$ cat src/rtl/jedro_1_defines.sv
// Shared definitions for the jedro_1 instruction decode unit: opcodes, instruction
// classes, ALU operation codes and the decoded bundle layout.
package jedro_1_defines;

  localparam int unsigned DataWidth    = 32;
  localparam int unsigned RegAddrWidth = 5;
  localparam int unsigned AluOpWidth   = 4;
  localparam int unsigned ClassWidth   = 4;

  localparam logic [6:0] OpcodeLoad    = 7'b0000011;
  localparam logic [6:0] OpcodeMiscMem = 7'b0001111;
  localparam logic [6:0] OpcodeOpImm   = 7'b0010011;
  localparam logic [6:0] OpcodeAuipc   = 7'b0010111;
  localparam logic [6:0] OpcodeStore   = 7'b0100011;
  localparam logic [6:0] OpcodeOp      = 7'b0110011;
  localparam logic [6:0] OpcodeLui     = 7'b0110111;
  localparam logic [6:0] OpcodeBranch  = 7'b1100011;
  localparam logic [6:0] OpcodeJalr    = 7'b1100111;
  localparam logic [6:0] OpcodeJal     = 7'b1101111;
  localparam logic [6:0] OpcodeSystem  = 7'b1110011;

  typedef enum logic [ClassWidth-1:0] {
    ClassAlu    = 4'd0,
    ClassLoad   = 4'd1,
    ClassStore  = 4'd2,
    ClassBranch = 4'd3,
    ClassJal    = 4'd4,
    ClassJalr   = 4'd5,
    ClassLui    = 4'd6,
    ClassAuipc  = 4'd7,
    ClassFence  = 4'd8,
    ClassSystem = 4'd9
  } instr_class_e;

  // {instr[30], funct3} encoding of the RV32I ALU operations
  localparam logic [AluOpWidth-1:0] AluAdd  = 4'b0000;
  localparam logic [AluOpWidth-1:0] AluSub  = 4'b1000;
  localparam logic [AluOpWidth-1:0] AluSll  = 4'b0001;
  localparam logic [AluOpWidth-1:0] AluSlt  = 4'b0010;
  localparam logic [AluOpWidth-1:0] AluSltu = 4'b0011;
  localparam logic [AluOpWidth-1:0] AluXor  = 4'b0100;
  localparam logic [AluOpWidth-1:0] AluSrl  = 4'b0101;
  localparam logic [AluOpWidth-1:0] AluSra  = 4'b1101;
  localparam logic [AluOpWidth-1:0] AluOr   = 4'b0110;
  localparam logic [AluOpWidth-1:0] AluAnd  = 4'b0111;

  typedef struct packed {
    instr_class_e            instr_class;
    logic [AluOpWidth-1:0]   alu_op;
    logic                    reg_op_a;
    logic                    reg_op_b;
    logic [RegAddrWidth-1:0] rs1;
    logic [RegAddrWidth-1:0] rs2;
    logic [RegAddrWidth-1:0] rd;
    logic                    rd_we;
    logic [DataWidth-1:0]    imm;
    logic                    illegal;
  } dec_bundle_t;

  typedef struct packed {
    dec_bundle_t          dec;
    logic [DataWidth-1:0] pc;
  } idu_entry_t;

endpackage

$ cat src/rtl/jedro_1_idu_decode.sv
// Combinational RV32I decoder: raw instruction in, decoded bundle out.
// Illegal encodings collapse to a SYSTEM-class bundle with no writeback.
module jedro_1_idu_decode
  import jedro_1_defines::*;
(
  input  logic [DataWidth-1:0] instr_i,
  output dec_bundle_t          dec_o
);

  logic [6:0]           opcode;
  logic [2:0]           funct3;
  logic [6:0]           funct7;
  logic [DataWidth-1:0] imm_i, imm_s, imm_b, imm_u, imm_j;
  dec_bundle_t          dec;
  logic                 illegal;

  assign opcode = instr_i[6:0];
  assign funct3 = instr_i[14:12];
  assign funct7 = instr_i[31:25];

  assign imm_i = {{20{instr_i[31]}}, instr_i[31:20]};
  assign imm_s = {{20{instr_i[31]}}, instr_i[31:25], instr_i[11:7]};
  assign imm_b = {{19{instr_i[31]}}, instr_i[31], instr_i[7], instr_i[30:25], instr_i[11:8], 1'b0};
  assign imm_u = {instr_i[31:12], 12'h000};
  assign imm_j = {{11{instr_i[31]}}, instr_i[31], instr_i[19:12], instr_i[20], instr_i[30:21],
                  1'b0};

  always_comb begin
    dec          = '0;
    dec.rs1      = instr_i[19:15];
    dec.rs2      = instr_i[24:20];
    dec.rd       = instr_i[11:7];
    dec.reg_op_a = 1'b1;
    dec.alu_op   = AluAdd;
    illegal      = (instr_i[1:0] != 2'b11);

    case (opcode)
      OpcodeOp: begin
        dec.instr_class = ClassAlu;
        dec.alu_op      = {instr_i[30], funct3};
        dec.reg_op_b    = 1'b1;
        dec.rd_we       = 1'b1;
        if (funct7 == 7'h20) begin
          if (funct3 != 3'b000 && funct3 != 3'b101) illegal = 1'b1;
        end else if (funct7 != 7'h00) begin
          illegal = 1'b1;
        end
      end
      OpcodeOpImm: begin
        dec.instr_class = ClassAlu;
        dec.alu_op      = {(funct3 == 3'b101) & instr_i[30], funct3};
        dec.imm         = imm_i;
        dec.rd_we       = 1'b1;
        if (funct3 == 3'b001 && funct7 != 7'h00) illegal = 1'b1;
        if (funct3 == 3'b101 && funct7 != 7'h00 && funct7 != 7'h20) illegal = 1'b1;
      end
      OpcodeLoad: begin
        dec.instr_class = ClassLoad;
        dec.imm         = imm_i;
        dec.rd_we       = 1'b1;
        if (funct3 == 3'b011 || funct3 == 3'b110 || funct3 == 3'b111) illegal = 1'b1;
      end
      OpcodeStore: begin
        dec.instr_class = ClassStore;
        dec.imm         = imm_s;
        if (funct3 > 3'b010) illegal = 1'b1;
      end
      OpcodeBranch: begin
        dec.instr_class = ClassBranch;
        dec.imm         = imm_b;
        dec.reg_op_b    = 1'b1;
        if (funct3 == 3'b010 || funct3 == 3'b011) illegal = 1'b1;
      end
      OpcodeJal: begin
        dec.instr_class = ClassJal;
        dec.imm         = imm_j;
        dec.reg_op_a    = 1'b0;
        dec.rd_we       = 1'b1;
      end
      OpcodeJalr: begin
        dec.instr_class = ClassJalr;
        dec.imm         = imm_i;
        dec.rd_we       = 1'b1;
        if (funct3 != 3'b000) illegal = 1'b1;
      end
      OpcodeLui: begin
        dec.instr_class = ClassLui;
        dec.imm         = imm_u;
        dec.reg_op_a    = 1'b0;
        dec.rd_we       = 1'b1;
      end
      OpcodeAuipc: begin
        dec.instr_class = ClassAuipc;
        dec.imm         = imm_u;
        dec.reg_op_a    = 1'b0;
        dec.rd_we       = 1'b1;
      end
      OpcodeMiscMem: begin
        dec.instr_class = ClassFence;
        dec.imm         = imm_i;
      end
      OpcodeSystem: begin
        dec.instr_class = ClassSystem;
        dec.imm         = imm_i;
      end
      default: illegal = 1'b1;
    endcase

    if (dec.rd == '0) dec.rd_we = 1'b0;

    if (illegal) begin
      dec             = '0;
      dec.instr_class = ClassSystem;
      dec.illegal     = 1'b1;
    end
  end

  assign dec_o = dec;

endmodule

$ cat src/rtl/jedro_1_idu.sv
// Instruction decode unit: registers the decoded bundle behind a valid/ready handshake.
// Define JEDRO_1_IDU_SKID_EN for a one-entry skid buffer with a registered instr_ready_o.
module jedro_1_idu
  import jedro_1_defines::*;
#(
  parameter int unsigned DATA_WIDTH     = 32,
  parameter int unsigned REG_ADDR_WIDTH = 5,
  parameter int unsigned ALU_OP_WIDTH   = 4
) (
  input  logic                      clk_i,
  input  logic                      rst_i,
  input  logic                      flush_i,
  input  logic                      instr_valid_i,
  output logic                      instr_ready_o,
  input  logic [DATA_WIDTH-1:0]     instr_rdata_i,
  input  logic [DATA_WIDTH-1:0]     instr_addr_i,
  output logic                      dec_valid_o,
  input  logic                      dec_ready_i,
  output logic [3:0]                instr_class_o,
  output logic [ALU_OP_WIDTH-1:0]   alu_op_sel_o,
  output logic                      alu_reg_op_a_o,
  output logic                      alu_reg_op_b_o,
  output logic [REG_ADDR_WIDTH-1:0] alu_reg_op_a_addr_o,
  output logic [REG_ADDR_WIDTH-1:0] alu_reg_op_b_addr_o,
  output logic [REG_ADDR_WIDTH-1:0] rd_addr_o,
  output logic                      rd_we_o,
  output logic [DATA_WIDTH-1:0]     imm_o,
  output logic [DATA_WIDTH-1:0]     instr_addr_o,
  output logic                      illegal_instr_o
);

  dec_bundle_t dec;
  idu_entry_t  in_entry;
  idu_entry_t  out_q, out_d;
  logic        out_valid;
  logic        ready;
  logic        accept;

  jedro_1_idu_decode u_decode (
    .instr_i (instr_rdata_i),
    .dec_o   (dec)
  );

  assign in_entry = '{dec: dec, pc: instr_addr_i};
  assign accept   = instr_valid_i & ready;

`ifdef JEDRO_1_IDU_SKID_EN
  typedef enum logic [1:0] {StEmpty, StFull, StSkid} skid_state_e;

  skid_state_e state_q, state_d;
  idu_entry_t  skid_q, skid_d;
  logic        ready_q, ready_d;

  assign ready     = ready_q;
  assign out_valid = (state_q != StEmpty);

  always_comb begin
    state_d = state_q;
    out_d   = out_q;
    skid_d  = skid_q;
    case (state_q)
      StEmpty: begin
        if (accept) begin
          out_d   = in_entry;
          state_d = StFull;
        end
      end
      StFull: begin
        if (dec_ready_i) begin
          if (accept) out_d = in_entry;
          else        state_d = StEmpty;
        end else if (accept) begin
          skid_d  = in_entry;
          state_d = StSkid;
        end
      end
      StSkid: begin
        if (dec_ready_i) begin
          out_d   = skid_q;
          state_d = StFull;
        end
      end
      default: state_d = StEmpty;
    endcase
    if (flush_i) state_d = StEmpty;
    ready_d = (state_d != StSkid);
  end

  always_ff @(posedge clk_i) begin
    if (rst_i) begin
      state_q <= StEmpty;
      out_q   <= '0;
      skid_q  <= '0;
      ready_q <= 1'b1;
    end else begin
      state_q <= state_d;
      out_q   <= out_d;
      skid_q  <= skid_d;
      ready_q <= ready_d;
    end
  end
`else
  logic valid_q, valid_d;

  assign ready     = !valid_q | dec_ready_i;
  assign out_valid = valid_q;

  always_comb begin
    valid_d = valid_q;
    out_d   = out_q;
    if (accept) begin
      out_d   = in_entry;
      valid_d = 1'b1;
    end else if (dec_ready_i) begin
      valid_d = 1'b0;
    end
    if (flush_i) valid_d = 1'b0;
  end

  always_ff @(posedge clk_i) begin
    if (rst_i) begin
      valid_q <= 1'b0;
      out_q   <= '0;
    end else begin
      valid_q <= valid_d;
      out_q   <= out_d;
    end
  end
`endif

  assign instr_ready_o       = ready;
  assign dec_valid_o         = out_valid;
  assign instr_class_o       = out_q.dec.instr_class;
  assign alu_op_sel_o        = out_q.dec.alu_op;
  assign alu_reg_op_a_o      = out_q.dec.reg_op_a;
  assign alu_reg_op_b_o      = out_q.dec.reg_op_b;
  assign alu_reg_op_a_addr_o = out_q.dec.rs1;
  assign alu_reg_op_b_addr_o = out_q.dec.rs2;
  assign rd_addr_o           = out_q.dec.rd;
  assign rd_we_o             = out_q.dec.rd_we;
  assign imm_o               = out_q.dec.imm;
  assign instr_addr_o        = out_q.pc;
  assign illegal_instr_o     = out_q.dec.illegal;

endmodule

$ cat config.mk
export PLATFORM = sky130hd
export DESIGN_NAME = jedro_1_idu
export DESIGN_NICKNAME = d
export VERILOG_FILES = /design/src/rtl/jedro_1_defines.sv /design/src/rtl/jedro_1_idu_decode.sv /design/src/rtl/jedro_1_idu.sv
export SDC_FILE = /design/constraint.sdc
export NUM_CORES = 1
export LEC_CHECK = 0
export CELL_PAD_IN_SITES_DETAIL_PLACEMENT = 2
export CELL_PAD_IN_SITES_GLOBAL_PLACEMENT = 2
export CORE_MARGIN = 2
export CORE_UTILIZATION = 29
export CTS_CLUSTER_SIZE = 12
export DETAILED_ROUTE_END_ITERATION = 8
export GPL_ROUTABILITY_DRIVEN = 0
export HOLD_SLACK_MARGIN = 0.06
export PLACE_DENSITY_LB_ADDON = 0.1
export SLEW_MARGIN = 0
export SYNTH_ARGS = -nofsm -noshare
export SYNTH_HDL_FRONTEND = slang
export SYNTH_HIERARCHICAL = 1
export SYNTH_SLANG_ARGS = --single-unit
$ cat constraint.sdc
create_clock -name clk_i -period 3 [get_ports clk_i]
set_input_delay 0.6 -clock clk_i [delete_from_list [all_inputs] [get_ports clk_i]]
set_output_delay 0.6 -clock clk_i [all_outputs]
set_load 0.03 [all_outputs]
### Word-level counts from Yosys, hierarchy flattened

Cells that the tools add are included.

* flip-flop bits (word level): 92
* latch bits: 0
* bits in writable memories: 0
* ROM bits: 0
* bits of input ports: 69
* output and inout bits: 93
* word-level logic and storage cells: 76
* memories kept: 0

* add/sub/neg operators: 0
* multipliers: 0
* div/mod/pow operators: 0
* order comparisons: 1
* eq/ne operators: 21
* shift-type cells: 0
* muxes and demuxes: 20
* bitwise gates (word level): 3
* reductions and logical operators: 19

Operator list (count)
* case mux 32 bit (5 select lines): 1
* two-way mux 59 bit: 1
* case mux 4 bit (9 select lines): 1
* == test 7 x 6 -> 1 bit, second input constant: 4
* == test 7 bit, second input constant: 4
* two-way mux 1 bit: 15
* == test 7 x 5 -> 1 bit, second input constant: 2
* OR reduction 5 bit: 2
* == test 3 bit, second input constant: 3
* case mux 4 bit (2 select lines): 1
* == test 7 x 2 -> 1 bit, second input constant: 1
* == test 7 x 4 -> 1 bit, second input constant: 1
* != test 7 x 6 -> 1 bit, second input constant: 1
* case mux 1 bit (7 select lines): 1
* nonzero test 7 bit: 1
* OR reduction 7 bit: 1
* == test 3 x 2 -> 1 bit, second input constant: 2
* OR reduction 2 bit: 3
* zero test 5 bit: 1
* logical AND 1 bit: 4
* == test 3 x 1 -> 1 bit, second input constant: 1
* > comparator 3 x 2 -> 1 bit, second input constant: 1
* logical OR 1 bit: 3
* != test 3 bit, second input constant: 1
* other kinds (7): 8

### Longest topological paths before layout

Gate-level depths: netlist of run 1.

* depth in word-level cells: 6
* mapped depth: 11
* mapped depth without buffers: 7

### Hierarchy

Netlist of run 1, hierarchy kept.

Modules (own cells, without submodules)
* jedro_1_idu: instances 1, cells an instance 419, area each 4077.7 µm², sequential area each 1841.8 µm²
* jedro_1_idu_decode: instances 1, cells an instance 199, area each 1153.6 µm², sequential area each 0.0 µm²

### Worst setup path after synthesis of run 1

Ideal clock, no wire load.

* path type: input port to flip-flop
* from: input instr_rdata_i[3]
* to: register out_q, in the netlist rd_addr_o[4]
* setup time: 0.132 ns
* arrival time: 1.972 ns
* data required time: 2.868 ns
* setup slack: 0.895 ns
* cell stages on the path: 9
* path buffers: 2
* cell sequence: buf_4 -> nor3_2 -> nor4b_1 -> a221oi_2 -> and4bb_4 -> buf_4 -> and2_1 -> nand3_1 -> a21oi_1

RTL lines
* start: declaration: RTL line jedro_1_idu.sv:15 `input logic [DATA_WIDTH-1:0] instr_rdata_i,`
* end signal: assignment: RTL line jedro_1_idu.sv:126 `out_q <= out_d;`
* end: declaration: RTL line jedro_1_idu.sv:34 `idu_entry_t out_q, out_d;`

==> results of run 1 <==
-- cells in the final DEF, fill, tap and decap left out, drive strengths merged, types with 7 or more instances in the layout --
cell	count
a21oi	111
a21bo	87
and2	18
and3	7
nor2	34
nor3	13
clkbuf	11
buf	35
nand2b	7
nand3	94
o21ai	10
dfxtp	92
clkdlybuf4s50	158
nand2	15
-- worst paths after layout --
kind               startpoint          endpoint  cells after the start
max          instr_rdata_i[4]    alu_reg_op_b_o                      9
min          instr_class_o[1]  instr_class_o[1]                      2
max reg2reg       dec_valid_o   instr_addr_o[4]                      4
min reg2reg  instr_class_o[1]  instr_class_o[1]                      2
-- critical path: stages --
cell and delay, ps:
clkdlybuf4s50_1 630, nand3b_1 350, a2111oi_0 510, a31oi_1 140
and4bb_4 290, buf_12 140, and4b_1 210, nand3_1 80
a21oi_1 70
-- metal layers --
layer / global-route usage, % / vias to the layer above
li1: - / 2466
met1: 25.1 / 2533
met2: 33.4 / 135
met3: 3.50 / 21
met4: 4.94 / 2
met5: 0 / -
-- through the flow --
| stage | total power [uW] | area (um2) | setup slack (ps) | setup TNS (ps) |
|---|---|---|---|---|
| 2_1_floorplan | 1600 | 5230 | 895 | 0 |
| 3_3_place_gp | 1820 | 6900 | 50.4 | 0 |
| 3_5_place_dp | 1830 | 6900 | -121 | -1820 |
| 4_1_cts | 3000 | 7180 | 253 | 0 |
| 5_1_grt | 3090 | 7180 | 48.8 | 0 |
| 6_report | 2940 | 7180 | 185 | 0 |
-- where the power goes --
group | internal [uW] | total (uW) | switching [uW]
combinational | 234 | 533 | 299
clock | 643 | 1140 | 495
sequential | 1250 | 1270 | 15.8
-- cell type report --
type	instances	area share, %
Tap cell	229	3.99
Clock inverter	4	0.679
Timing Repair Buffer	193	26.4
Sequential cell	92	25.6
Multi-Input combinational cell	449	39.8
Inverter	4	0.209
Clock buffer	11	3.24
-- cell usage after synthesis, drive strengths merged, types with 2 or more instances --
| cell type | count | share of area [%] |
|---|---|---|
| a22oi | 5 | 0.72 |
| and4b | 2 | 0.38 |
| inv | 4 | 0.29 |
| and3 | 7 | 0.93 |
| nor3b | 3 | 0.43 |
| dfxtp | 92 | 35 |
| nor2 | 34 | 2.6 |
| a21oi | 111 | 11 |
| a31oi | 5 | 0.60 |
| a21bo | 87 | 17 |
| o21ai | 10 | 0.96 |
| o22ai | 4 | 0.48 |
| buf | 50 | 7.7 |
| and2 | 18 | 2.2 |
| clkbuf | 23 | 2.2 |
| nand4 | 2 | 0.24 |
| a211oi | 3 | 0.53 |
| nor2b | 2 | 0.29 |
| nor4 | 2 | 0.24 |
| nand2b | 7 | 0.98 |
| nor3 | 13 | 1.3 |
| nand3 | 94 | 9.0 |
| nand2 | 15 | 1.1 |
| xor2 | 2 | 0.33 |
| nand4b | 4 | 0.67 |
-- sequential cells by signal (all words and copies together) (netlist names) --
name / count
alu_op_sel_o: 4
alu_reg_op_a_addr_o: 5
alu_reg_op_a_o: 1
alu_reg_op_b_addr_o: 5
alu_reg_op_b_o: 1
dec_valid_o: 1
illegal_instr_o: 1
imm_o: 32
instr_addr_o: 32
instr_class_o: 4
rd_addr_o: 5
rd_we_o: 1
-- cells by family (layout without fill, tap and decap cells) --
kind of cell,after synthesis,count (layout),share of synthesized area (%)
compound gates,233,233,32.0
xor+xnor,3,3,0.502
fa+ha+maj,1,1,0.191
buf+inv,77,212,10.2
flops,92,92,35.2
simple gates,212,212,21.9
==> impl_results.md, run 1 <==
- PwrDens: about 400 nW/um2
- Hold slack: around 470 ps
- Synth Register Bits: between 90 and 100
- Critical Path AT: roughly 3000 ps
- Initial antenna violation count: 2
- Crit-path max FO: 11
- Filler Cells Inserted: between 1500 and 2000
- GRT Resource Usage Total: between 15 and 20%
- Post-synth EDFFs: 0
- Final hold violation count: 0
- Worst VDD drop: 0.000238 V
- Inst Count DP: around 970
- Clk sinks: just over 90
- CP startpoint kind: input port
- Crit Path Class: input port to register
- Final Setup Violations: 0
- Worst Skew: around 12 ps
- Residual DRC: 0
- Initial Util: a little under 30%
- Post-Syn Instances: between 600 and 700
- Num rows: 49
- Via count: about 5200
- CTS H-tree depth: 3
- DR iter-0 viols: ~140
- Library cells used by synthesis: 57
- Reg area: approximately 1800 um2
- Min Tclk post-route: 2810 ps
- Post-detail-place hpwl: about 14000 um
- Later-pin clock latency in the skew report: about 340 ps
- Area Overhead vs Synth: 37.3%
- Highest metal used: met5
- Cts bufs inserted: 9
- Status: completed
- Core Region: roughly 18000 um2
- Nets: 818
- WP data required: 3200 ps
- R2R Setup Slk: between 1000 and 1500 ps
- Vias per cell: 5.25
- Worst slew pin tran: approximately 750 ps
- Routed len/inst: just under 20 um
- Cts repair resizes: 0
- Avg Inst Size Synth: approximately 8.5 um2
- Leakage power: approximately 0.0025 uW
- RSZ-0062 raised after global routing: false
- Top FF cell, synth: dfxtp_1
- Layout Cells excl Fill: 982
- Share of cells above drive strength 1: between 10% and 20%
- Routed length on met3: around 700 um
- DRT met1 WL: slightly below 9000 um
- Pins over their slew limit: 0
- Sequential cell area fraction in the yosys report: around a third
- Io pins: between 150 and 200
- Antenna cells: 0
- Router iterations before antenna repair: 4
- FMAX: approximately 360 MHz
- Die height: between 100 and 150 um
- Slew headroom: 49.9%
- Crit end category: register
- Clock Tree Root: clkbuf_16
- Remaining antenna violation count: 0
- Fin util: approximately two fifths
- Vias in the first global route: 5481
- CTS tree: built
- GRT overflow: 0
- Asr flop ratio synth: 0%
- First-pass GRT wire length: about 30000 um
- Min-Delay Path Class: register to register
- Max-cap violations: 0
- Total Wirelength: 18900 um
- IO Port Bufs: ~160
- Met2 WL: 9200 um
- Footprint of the multi-input gates: approximately 2900 um2
- Worst-path clk slew: approximately 70 ps
- Die X: roughly 140 um
- Syn_nets: between 600 and 700
- Clock Tree Buf Depth: 2
- Die area: about 19000 um2
- Setup repair bufs after CTS: 0
- Period utilization: between 90% and 100%
- CTS hold repair buffers: 0
- Pin count of the biggest net entering global routing: about 110
- Total of warnings raised by yosys: 6
- Cell area after synthesis: about 5200 um2
Power figures use the tool's default switching activity.
==> run 2, diff against run 1 <==
--- a/config.mk
+++ b/config.mk
@@ -7,7 +7,6 @@
 export LEC_CHECK = 0
 export CELL_PAD_IN_SITES_DETAIL_PLACEMENT = 2
 export CELL_PAD_IN_SITES_GLOBAL_PLACEMENT = 2
-export CORE_MARGIN = 2
 export CORE_UTILIZATION = 29
 export CTS_CLUSTER_SIZE = 12
 export DETAILED_ROUTE_END_ITERATION = 8
==> run 2 against run 1 <==
  * Die area decreased by 2.9%
  * Via count is 1.5% lower
  * Utilization is 0.65 points higher
  * Combinational power fell by 0.9%
  * Critical path depth is 1 lower
  * Sequential power about the same
  * Non-clock buffer count decreased by 5
  * Global-route usage increased by 0.88 points
  * Clock power is essentially flat
  * Critical path type unchanged
  * Largest power group unchanged
==> impl_results.md, run 2 (synthesis gave the netlist of run 1 again) <==
- Status: completed
- Pin count of the biggest net entering global routing: approximately 120
- Vias in the first global route: 5295
- Remaining antenna violation count: 0
- Switching power share of the total: between 20% and 30%
- Slew headroom: between 30 and 40%
- Worst VDD drop: between 0.0002 and 0.0003 V
- Pins over their slew limit: 0
- Worst-path clk slew: about 70 ps
- Clock Tree Root: clkbuf_16
- Die area: around 19000 um2
- Worst Skew: 6.45 ps
- Crit end category: register
- WP data required: approximately 3300 ps
- Post-detail-place hpwl: between 10000 and 15000 um
- FMAX: between 300 and 400 MHz
- PnR Total Power: about 3000 uW
- RR Startpoint: dec_valid_o
- Via count: between 5000 and 6000
- Io pins: 162
- Max-cap violations: 0
- PwrDens: 415 nW/um2
- Initial Util: 29.9%
- Vias per cell: 5.21
- Worst slew pin tran: between 900 and 1000 ps
- Cts repair resizes: 0
- Setup repair bufs after CTS: 0
- Later-pin clock latency in the skew report: about 340 ps
- Initial antenna violation count: 0
- Routed len/inst: about 19 um
- Antenna cells: 0
- Final hold violation count: 0
- Logic depth of the worst register-to-register path: 4
- Core Region: between 15000 and 20000 um2
- Die X: about 140 um
- Hold endpoint: instr_class_o[1]
- Share of cells above drive strength 1: between 10% and 20%
- CTS tree: built
- GRT Resource Usage Total: 20.2%
- GRT overflow: 0
- Area Overhead vs Synth: 36.7%
- Period utilization: between 90% and 100%
- Cell Int Power: ~2200 uW
- Comb pwr share: 17.8%
- Post-Route Setup TNS: 0 ps
- DR iter-0 viols: between 200 and 250
- Clock Power Share: ~40%
- Clk sinks: ~90
- Num rows: 48
- Die height: 136 um
- Commonest non-fill, non-tap cell in the layout: clkdlybuf4s50_1
- Cts bufs inserted: 9
- Part of the power in registers: ~43%
- Leakage power: roughly 0.0024 uW
- Crit Path Class: input port to register
- Router iterations before antenna repair: 4
- Worst hold stages: 2
- Fin util: between 40 and 50%
- Switch Pwr: around 800 uW
- Min-Delay Path Class: register to register
- RSZ-0062 raised after global routing: false
- Clock Tree Buf Depth: 2
- Commonest non-fill, non-tap cells in the layout: 158 x clkdlybuf4s50_1, 111 x a21oi_1, 94 x nand3_1
- Total Wirelength: around 19000 um
- Hold_sp: instr_class_o[1]
- Critical Path Source: instr_rdata_i[4]
- CTS H-tree depth: 3
- Nets: ~810
- Residual DRC: 0
- First-pass GRT wire length: 28900 um
- Critical Path AT: 2990 ps
- Crit-path max FO: 11
- IO Port Bufs: 161
- Final Setup Violations: 0
- R2R Setup Slk: around 1500 ps
- Worst reg2reg path endpoint: instr_addr_o[29]
- CTS hold repair buffers: 0
- CP startpoint kind: input port
- Hold slack: 464 ps
- Min Tclk post-route: 2720 ps
[run 2: changes by cell type in the layout (fill, tap and decap cells not counted), sizes merged]
cell and change:
clkinv -1, clkinvlp +2, buf -5
[run 2: power by group through the flow]
stage	Sequential, uW	Clock [uW]	Combinational, uW
6_report	1270	1170	528
5_1_grt	1270	1260	566
4_1_cts	1270	1210	532
3_5_place_dp	1300	0	530
3_3_place_gp	1300	0	517
2_1_floorplan	1360	0	235
[run 2: area by class of cell]
cell class	instances	area (um2)
well taps	225	282
fillers	1906	10300
multi-input cells	449	2860
clock inverters	5	58.8
repair buffers	188	1860
flip-flops and latches	92	1840
clock buffers	11	243
inverters	4	15.0
[run 2: routing by layer]
metal	global-route usage [%]	wire length, um	share of wire [%]	vias to the layer above
li1	-	-	-	2456
met1	25.6	8410	45	2456
met2	34.7	9110	49	146
met3	3.65	904	4.8	20
met4	5.99	275	1.5	0
met5	0	0	0	-
[run 2: how the worst max path moves through the flow]
| stage | to | slack (ps) | depth (start not counted) |
|---|---|---|---|
| 2_1_floorplan | rd_addr_o[4] | 900 | 9 |
| 3_3_place_gp | alu_op_sel_o[3] | 20 | 8 |
| 3_5_place_dp | imm_o[26] | -100 | 8 |
| 4_1_cts | imm_o[26] | 290 | 8 |
| 5_1_grt | imm_o[23] | 20 | 8 |
| 6_report | imm_o[20] | 280 | 8 |
[run 2: critical path, cell delays in order]
cell and delay, ps:
clkdlybuf4s50_1 640, nor2b_2 280, o21ai_0 200, a31oi_1 810, a21oi_1 80, nor2_1 160
nand3_1 90, a21oi_1 140
[run 2: per-stage QoR]
stage,std cells,worst slack (ps),instance area (um2)
finish,974,280,7150
global route,974,19.4,7150
CTS,974,287,7150
detailed placement,958,-99.8,6850
global placement,958,20.5,6850
floorplan,618,895,5230
